**src/rtl/pipeline_pkg.sv**
```systemverilog
// Shared definitions for the pipeline hazard controller: forwarding select
// encodings, controller state encoding and the default multiply/divide latency.
package pipeline_pkg;

    localparam int MDU_LAT_DEF = 32;

    typedef logic [1:0] fwd_sel_t;

    localparam fwd_sel_t FWD_IDEX  = 2'b00;
    localparam fwd_sel_t FWD_EXMEM = 2'b10;
    localparam fwd_sel_t FWD_MEMWB = 2'b01;

    localparam logic [0:0] ST_RUN      = 1'b0;
    localparam logic [0:0] ST_MDU_WAIT = 1'b1;

endpackage

```
**src/rtl/hazard_ctrl_fwd_unit.sv**
```systemverilog
// Operand forwarding select for one ALU source; the newer EX/MEM result
// takes precedence over MEM/WB when both match.
module fwd_unit
    import pipeline_pkg::*;
(
    input  logic     [4:0] src_addr_i,
    input  logic           exmem_reg_write_i,
    input  logic     [4:0] exmem_rd_i,
    input  logic           memwb_reg_write_i,
    input  logic     [4:0] memwb_rd_i,
    output fwd_sel_t       sel_o
);

    logic exmem_hit;
    logic memwb_hit;

    assign exmem_hit = exmem_reg_write_i && (exmem_rd_i != 5'd0) && (exmem_rd_i == src_addr_i);
    assign memwb_hit = memwb_reg_write_i && (memwb_rd_i != 5'd0) && (memwb_rd_i == src_addr_i);

    always_comb begin
        sel_o = FWD_IDEX;
        if (exmem_hit) begin
            sel_o = FWD_EXMEM;
        end else if (memwb_hit) begin
            sel_o = FWD_MEMWB;
        end
    end

endmodule

```
**src/rtl/hazard_ctrl.sv**
```systemverilog
// Pipeline hazard controller: forwarding, load-use stall, taken-branch flush
// and a multi-cycle MDU wait with a saturating stall-cycle counter.
//
// state    | meaning
// ST_RUN   | normal issue; branch, MDU entry and load-use are evaluated
// ST_MDU_WAIT | pipeline frozen while the multiply/divide unit finishes
module hazard_ctrl
    import pipeline_pkg::*;
#(
    parameter int MDU_LAT = MDU_LAT_DEF
) (
    input  logic        clk,
    input  logic        rst_n,
    input  logic [4:0]  id_rs_addr,
    input  logic [4:0]  id_rt_addr,
    input  logic        idex_mem_read,
    input  logic [4:0]  idex_rs_addr,
    input  logic [4:0]  idex_rt_addr,
    input  logic        exmem_reg_write,
    input  logic        memwb_reg_write,
    input  logic [4:0]  exmem_rd,
    input  logic [4:0]  memwb_rd,
    input  logic        mdu_start,
    input  logic        branch_taken,
    output logic        pc_write,
    output logic        ifid_write,
    output logic        idex_write,
    output logic        ifid_flush,
    output logic        idex_bubble,
    output logic        exmem_bubble,
    output logic [1:0]  fwd_a,
    output logic [1:0]  fwd_b,
    output logic        mdu_done,
    output logic [31:0] stall_count
);

    logic [0:0]  state_q, state_d;
    logic [5:0]  cnt_q, cnt_d;
    logic [31:0] stall_count_q, stall_count_d;
    fwd_sel_t    sel_a, sel_b;
    logic        load_use;

    fwd_unit u_fwd_a (
        .src_addr_i        (idex_rs_addr),
        .exmem_reg_write_i (exmem_reg_write),
        .exmem_rd_i        (exmem_rd),
        .memwb_reg_write_i (memwb_reg_write),
        .memwb_rd_i        (memwb_rd),
        .sel_o             (sel_a)
    );

    fwd_unit u_fwd_b (
        .src_addr_i        (idex_rt_addr),
        .exmem_reg_write_i (exmem_reg_write),
        .exmem_rd_i        (exmem_rd),
        .memwb_reg_write_i (memwb_reg_write),
        .memwb_rd_i        (memwb_rd),
        .sel_o             (sel_b)
    );

    assign fwd_a = rst_n ? sel_a : FWD_IDEX;
    assign fwd_b = rst_n ? sel_b : FWD_IDEX;

    assign load_use = idex_mem_read && (idex_rt_addr != 5'd0) &&
                      ((idex_rt_addr == id_rs_addr) || (idex_rt_addr == id_rt_addr));

    always_comb begin
        pc_write     = 1'b1;
        ifid_write   = 1'b1;
        idex_write   = 1'b1;
        ifid_flush   = 1'b0;
        idex_bubble  = 1'b0;
        exmem_bubble = 1'b0;
        mdu_done     = 1'b0;
        state_d      = state_q;
        cnt_d        = cnt_q;
        if (rst_n) begin
            case (state_q)
                ST_RUN: begin
                    if (branch_taken) begin
                        ifid_flush   = 1'b1;
                        idex_bubble  = 1'b1;
                        exmem_bubble = 1'b1;
                    end else if (mdu_start) begin
                        pc_write   = 1'b0;
                        ifid_write = 1'b0;
                        idex_write = 1'b0;
                        state_d    = ST_MDU_WAIT;
                        cnt_d      = 6'(MDU_LAT - 2);
                    end else if (load_use) begin
                        pc_write    = 1'b0;
                        ifid_write  = 1'b0;
                        idex_bubble = 1'b1;
                    end
                end
                default: begin
                    pc_write     = 1'b0;
                    ifid_write   = 1'b0;
                    idex_write   = 1'b0;
                    exmem_bubble = 1'b1;
                    // Entry cycle is already one stall, so the wait ends when the
                    // decremented count would reach zero.
                    if (cnt_q <= 6'd1) begin
                        mdu_done = 1'b1;
                        state_d  = ST_RUN;
                        cnt_d    = 6'd0;
                    end else begin
                        cnt_d = cnt_q - 6'd1;
                    end
                end
            endcase
        end
    end

    always_comb begin
        stall_count_d = stall_count_q;
        if (!pc_write && (stall_count_q != 32'hFFFF_FFFF)) begin
            stall_count_d = stall_count_q + 32'd1;
        end
    end

    always_ff @(posedge clk) begin
        if (!rst_n) begin
            state_q       <= ST_RUN;
            cnt_q         <= 6'd0;
            stall_count_q <= 32'd0;
        end else begin
            state_q       <= state_d;
            cnt_q         <= cnt_d;
            stall_count_q <= stall_count_d;
        end
    end

    assign stall_count = stall_count_q;

endmodule

```
**config.mk**
```make
export PLATFORM = sky130hd
export DESIGN_NAME = hazard_ctrl
export DESIGN_NICKNAME = d
export VERILOG_FILES = /design/src/rtl/pipeline_pkg.sv /design/src/rtl/hazard_ctrl_fwd_unit.sv /design/src/rtl/hazard_ctrl.sv
export SDC_FILE = /design/constraint.sdc
export NUM_CORES = 1
export LEC_CHECK = 0
export BUFFER_PORTS_ARGS = -buffer_cell sky130_fd_sc_hd__buf_2
export CAP_MARGIN = 0
export CORE_ASPECT_RATIO = 0.7
export CORE_MARGIN = 3
export CORE_UTILIZATION = 35
export DETAILED_ROUTE_END_ITERATION = 12
export HOLD_SLACK_MARGIN = 0.02
export PLACE_DENSITY = 0.61
export SYNTH_ARGS = -nofsm -noshare
export SYNTH_HDL_FRONTEND = slang
export SYNTH_SLANG_ARGS = --single-unit
```
**constraint.sdc**
```tcl
create_clock -name clk -period 8.2 [get_ports clk]
set_input_delay 2.46 -clock clk [delete_from_list [all_inputs] [get_ports clk]]
set_output_delay 2.46 -clock clk [all_outputs]
set_load 0.1 [all_outputs]
```
* Word-level counts from Yosys, hierarchy flattened
Cells that the tools add are included.
** Storage, ports and cells
- Word-level logic and storage cells :: 66
- Bits in registers :: 39
- Bits in writable memories :: 0
- Memory bits (read-only) :: 0
- Memories kept :: 0
- Output and inout bits :: 43
- Input bits :: 37
- Latch bits :: 0
** Cells by class
- Shifts and indexed selects :: 0
- Mux-type cells :: 36
- Reduce and logical (&&, ||, !) cells :: 16
- Div/mod/pow operators :: 0
- Bitwise logic cells :: 0
- Magnitude comparators :: 1
- Eq/ne operators :: 8
- $add $sub $neg :: 2
- Multipliers :: 0
** Operators with widths (number)
- $add 32x1->32 const B :: 1
- $ne 32x32->1 const B :: 1
- $eq 5x5->1 :: 6
- $mux 1 :: 28
- $mux 6 :: 4
- $reduce_bool 5->1 :: 3
- $logic_and 1x1->1 :: 9
- $mux 2 :: 4
- $le 6x1->1 const B :: 1
- $sub 6x1->6 const B :: 1
- $ne 2x1->1 const B :: 1
- $reduce_and 2->1 :: 1
- $reduce_bool 2->1 :: 1
- $logic_not 1->1 :: 1
- $logic_or 1x1->1 :: 1

* Depth between registers and ports, before layout
- Word-level depth :: 10
- Depth in mapped cells :: 9
- Gate-level depth less buffers :: 7

* By module
Synthesis repeated with hierarchy kept, for this count alone.
** Unflattened totals
- Cell total of the unflattened synthesis :: 329
- Area total of the unflattened synthesis :: 2623.8 um2
** Modules (own cells, without submodules)
- hazard_ctrl :: area an instance 2306.0 um2, cells an instance 287, times used 1
- fwd_unit :: area an instance 158.9 um2, cells an instance 21, times used 2

* Least setup slack after synthesis
No wires, ideal clock.
- Path kind :: input-to-output
- Start point :: input exmem_rd[0]
- End point :: output fwd_a[0]
- Required time :: 5.740 ns
- Buffers on the path :: 0
- Path slack :: -0.462 ns
- Arrival time :: 6.202 ns
- Stages :: 4
- Path through :: or4_1 o21ai_0 nor4_1 nor4_1
** Between the ends
- Cells in the longest elaborated chain, start to end :: 5
- Elaborated cells on any way between the ends :: 6
- Those cells by class :: eq/ne: 1; mux: 2; reduce/logical: 3
** Ends and longest elaborated chain
- start: declaration :: line hazard_ctrl.sv:21 : input logic [4:0] exmem_rd,
- $reduce_bool 5->1 :: line hazard_ctrl_fwd_unit.sv:17 : assign exmem_hit = exmem_reg_write_i && (exmem_rd_i != 5'd0) && (exmem_rd_i == src_addr_i);
- $logic_and 1x1->1 :: line hazard_ctrl_fwd_unit.sv:17
- $logic_and 1x1->1 (*) :: line hazard_ctrl_fwd_unit.sv:17
- $mux 2 (*) :: line hazard_ctrl_fwd_unit.sv:22 : if (exmem_hit) begin
- $mux 2 (*) :: line hazard_ctrl.sv:61 : assign fwd_a = rst_n ? sel_a : FWD_IDEX;
- end: declaration :: line hazard_ctrl.sv:31 : output logic [1:0] fwd_a,
Every way passes the cells marked *; elsewhere a longest branch is shown, timed or not.

* Worst setup path after layout
- Start point :: input idex_rt_addr[1]
- End point :: output pc_write
** Between the ends
- Cells in the longest elaborated chain, start to end :: 8
- Elaborated cells on any way between the ends :: 11
- Those cells by class :: eq/ne: 2; mux: 5; reduce/logical: 4
** Ends and longest elaborated chain
- start: declaration :: line hazard_ctrl.sv:18 : input logic [4:0] idex_rt_addr,
- $eq 5x5->1 / $reduce_bool 5->1 (equally long branches) :: line hazard_ctrl.sv:65, hazard_ctrl.sv:64
- $logic_or 1x1->1 / $logic_and 1x1->1 (equally long branches) :: line hazard_ctrl.sv:65, hazard_ctrl.sv:64
- $logic_and 1x1->1 (*) :: line hazard_ctrl.sv:64 : assign load_use = idex_mem_read && (idex_rt_addr != 5'd0) &&
- $mux 1 (*) :: line hazard_ctrl.sv:90 : end else if (load_use) begin
- $mux 1 (*) :: line hazard_ctrl.sv:84 : end else if (mdu_start) begin
- $mux 1 (*) :: line hazard_ctrl.sv:80 : if (branch_taken) begin
- $mux 1 (*) :: line hazard_ctrl.sv:78 : case (state_q)
- $mux 1 (*) :: line hazard_ctrl.sv:77 : if (rst_n) begin
- end: declaration :: line hazard_ctrl.sv:25 : output logic pc_write,
Marked as above.

==> metrics <==
hold path start stall_count[17]; clock power share 30.9%; initial antenna violation count 0; drt initial violations 166; Async SR Flop Fraction 0%; EDFF count, synth 0; maxcap violations 0; core box area 6546 um2; internal power 281.5 uW; n_diodes 0; syn_area_per_cell 8.025 um2; Cell Chain, Critical Path buf_2 > or4_1 > o21ai_1 > o31a_1 > buf_2; most used cell, CP buf_2; FF+latch count, synth 39; CP max stage delay 550 ps; Initial Util 37.88%; Die H 76.43 um; I/O pin total 80; FF-to-FF Start state_q; final WL 6.986 mm; most frequent cells in the layout 79 x buf_2, 39 x dfxtp_1, 25 x xor2_1, 25 x a21oi_1, 20 x o21ai_0; PwrDens 138.3 nW/um2; final hold slack 507.2 ps; # setup viols final 0; Slew Limit Fails 0; sequential power share 48.2%; PortBufs 79; Reg area 780.7 um2; prevailing post-synth register cell dfxtp_1; crit start category input port; WL/cell 14.86 um; post-cts sizing count 0; drt drc 0; largest net degree at the start of global routing 43; Worst Tran Pin Value 740.9 ps; Hold Buf Count CTS 0; Overflow after GRT 0; clock skew 11.53 ps; Cell Area, Synth 2480 um2; status completed; worst-case reg-to-reg path depth 6; Detailed Place HPWL 5.258 mm; number of setup buffers added after CTS 0; fmax 145.0 MHz; CP max FO 17; Seq/Total Area, Yosys 31.48%; Hold Path End stall_count[17]; first-pass GRT wire length 11.19 mm; vias in the first global route 2212; crit end category output pin; Core Rows 24; CTS tree done; Hold Crit Class reg2reg; reg2reg end stall_count[13]; Net Sw Frac 31.79%; CTS buffer count 5; crit path kind in2out; multi-input logic area 1568 um2; Pleak 1.172 nW; Syn. warnings 0; # fillers 717; CTS root buffer clkbuf_8; Mapped Nets 349; number of distinct library cells after synthesis 43; die extent in x 106.6 um; nets 418; Gate power share 20.9%; Clock Latency Late Sink 290 ps; Total Routing Usage GR 16.65%; setup TNS 0 ps; CP Data Required Time 5740 ps; number of hold violations in the final report 0; Sink Count 39; Hold Path Depth 2; cells after synthesis 309; Vias/cell 5.372; ANT nets after route 0; die area 8147 um2; final period utilization 84.12%; routed vias 2525; commonest non-fill, non-tap cell in the layout buf_2; clk buf depth 2; RSZ-0062 raised after global routing no; max_slew headroom 50.55%; CTS H-tree lvls 2; r2r setup slk 5560 ps; Max VDD drop 0.05019 mV; DRT Pass-1 Iters 4; min cycle time layout 6898 ps; Worst-path clk slew 80 ps; CP Data Arrival Time 4440 ps; CP max stage cell o31a_1; gp weighted congestion 0.8237; Area Growth Syn to Fin 20.33%; net switching power 131.2 uW; layout cells sized above 1 24.54%
[layer usage]
| metal | track usage (%) | vias up | share of wire (%) |
|---|---|---|---|
| li1 | - | 1282 | - |
| met1 | 24.92 | 1183 | 52 |
| met2 | 24.12 | 55 | 42 |
| met3 | 4.318 | 5 | 5.5 |
| met4 | 2.682 | 0 | 0.54 |
| met5 | 0 | - | 0 |
[power groups by stage]
stage	logic, mW	clock network, mW	registers, mW
after global routing	0.0940	0.142	0.200
after global placement	0.0850	0	0.203
after CTS	0.0861	0.132	0.199
final	0.0861	0.128	0.199
after floorplan	0.0647	0	0.203
after detailed placement	0.0858	0	0.203
[stage by stage]
stage               worst slack (ps)  cell area (um2)  instances  total power [mW]  util [%]
finish                          1302             2984        470            0.4126     45.58
global route                    1188             2984        470            0.4354     45.58
CTS                             1303             2984        470            0.4173     45.58
detailed placement              1299             2903        462            0.2891     44.34
global placement                1343             2903        462            0.2881     44.34
floorplan                      677.4             2492        309            0.2674         -
[registers in the layout (all words and copies together), names as in the netlist]
signal	flops
cnt_q	6
stall_count	32
state_q	1
[layout make-up]
class,instances,share of cell area [%]
Clock inverter,1,0.1677
Clock buffer,7,2.558
Inverter,10,1.258
Tap cell,91,3.816
Sequential cell,39,26.16
Timing Repair Buffer,80,13.50
Multi-Input combinational cell,242,52.54
[critical path, delay by kind of cell]
family,cells,cell delay [ps]
buffers and inverters,2,680
AND/OR/NAND/NOR,1,520
AO/OA/AOI/OAI,2,770
[logic make-up after synthesis]
kind of cell	after synthesis	synth area share, %
multiplexers	5	2.018
buffers and inverters	28	5.802
flip-flops	39	31.48
AO/OA/AOI/OAI	74	18.06
AND/OR/NAND/NOR	129	30.17
XOR/XNOR	31	10.95
adder cells (fa/ha/maj)	3	1.514
[cells in the mapped netlist (all sizes together), types with 8 or more instances]
cell    instances  area, um2
dfxtp          39      780.8
clkbuf          8      30.03
or3            16      100.1
or4            10      75.07
nand2          19      71.32
nor4            8      56.30
nor2           13      48.80
o31ai          10      75.07
nand4          13      81.33
nand3          17      90.09
o21ai          21      105.1
inv             9      33.78
xor2           25      219.0
buf            10      76.32
a21oi          25      125.1
[worst max path at each step]
stage	from	to	slack, ps	depth (start not counted)
floorplan	rst_n	ifid_flush	680	3
global placement	idex_rt_addr[1]	pc_write	1340	5
detailed placement	idex_rt_addr[1]	pc_write	1300	5
CTS	idex_rt_addr[1]	pc_write	1300	5
global route	idex_rt_addr[1]	pc_write	1190	5
finish	idex_rt_addr[1]	pc_write	1300	5
No activity file was read; power rests on OpenSTA's default activity.
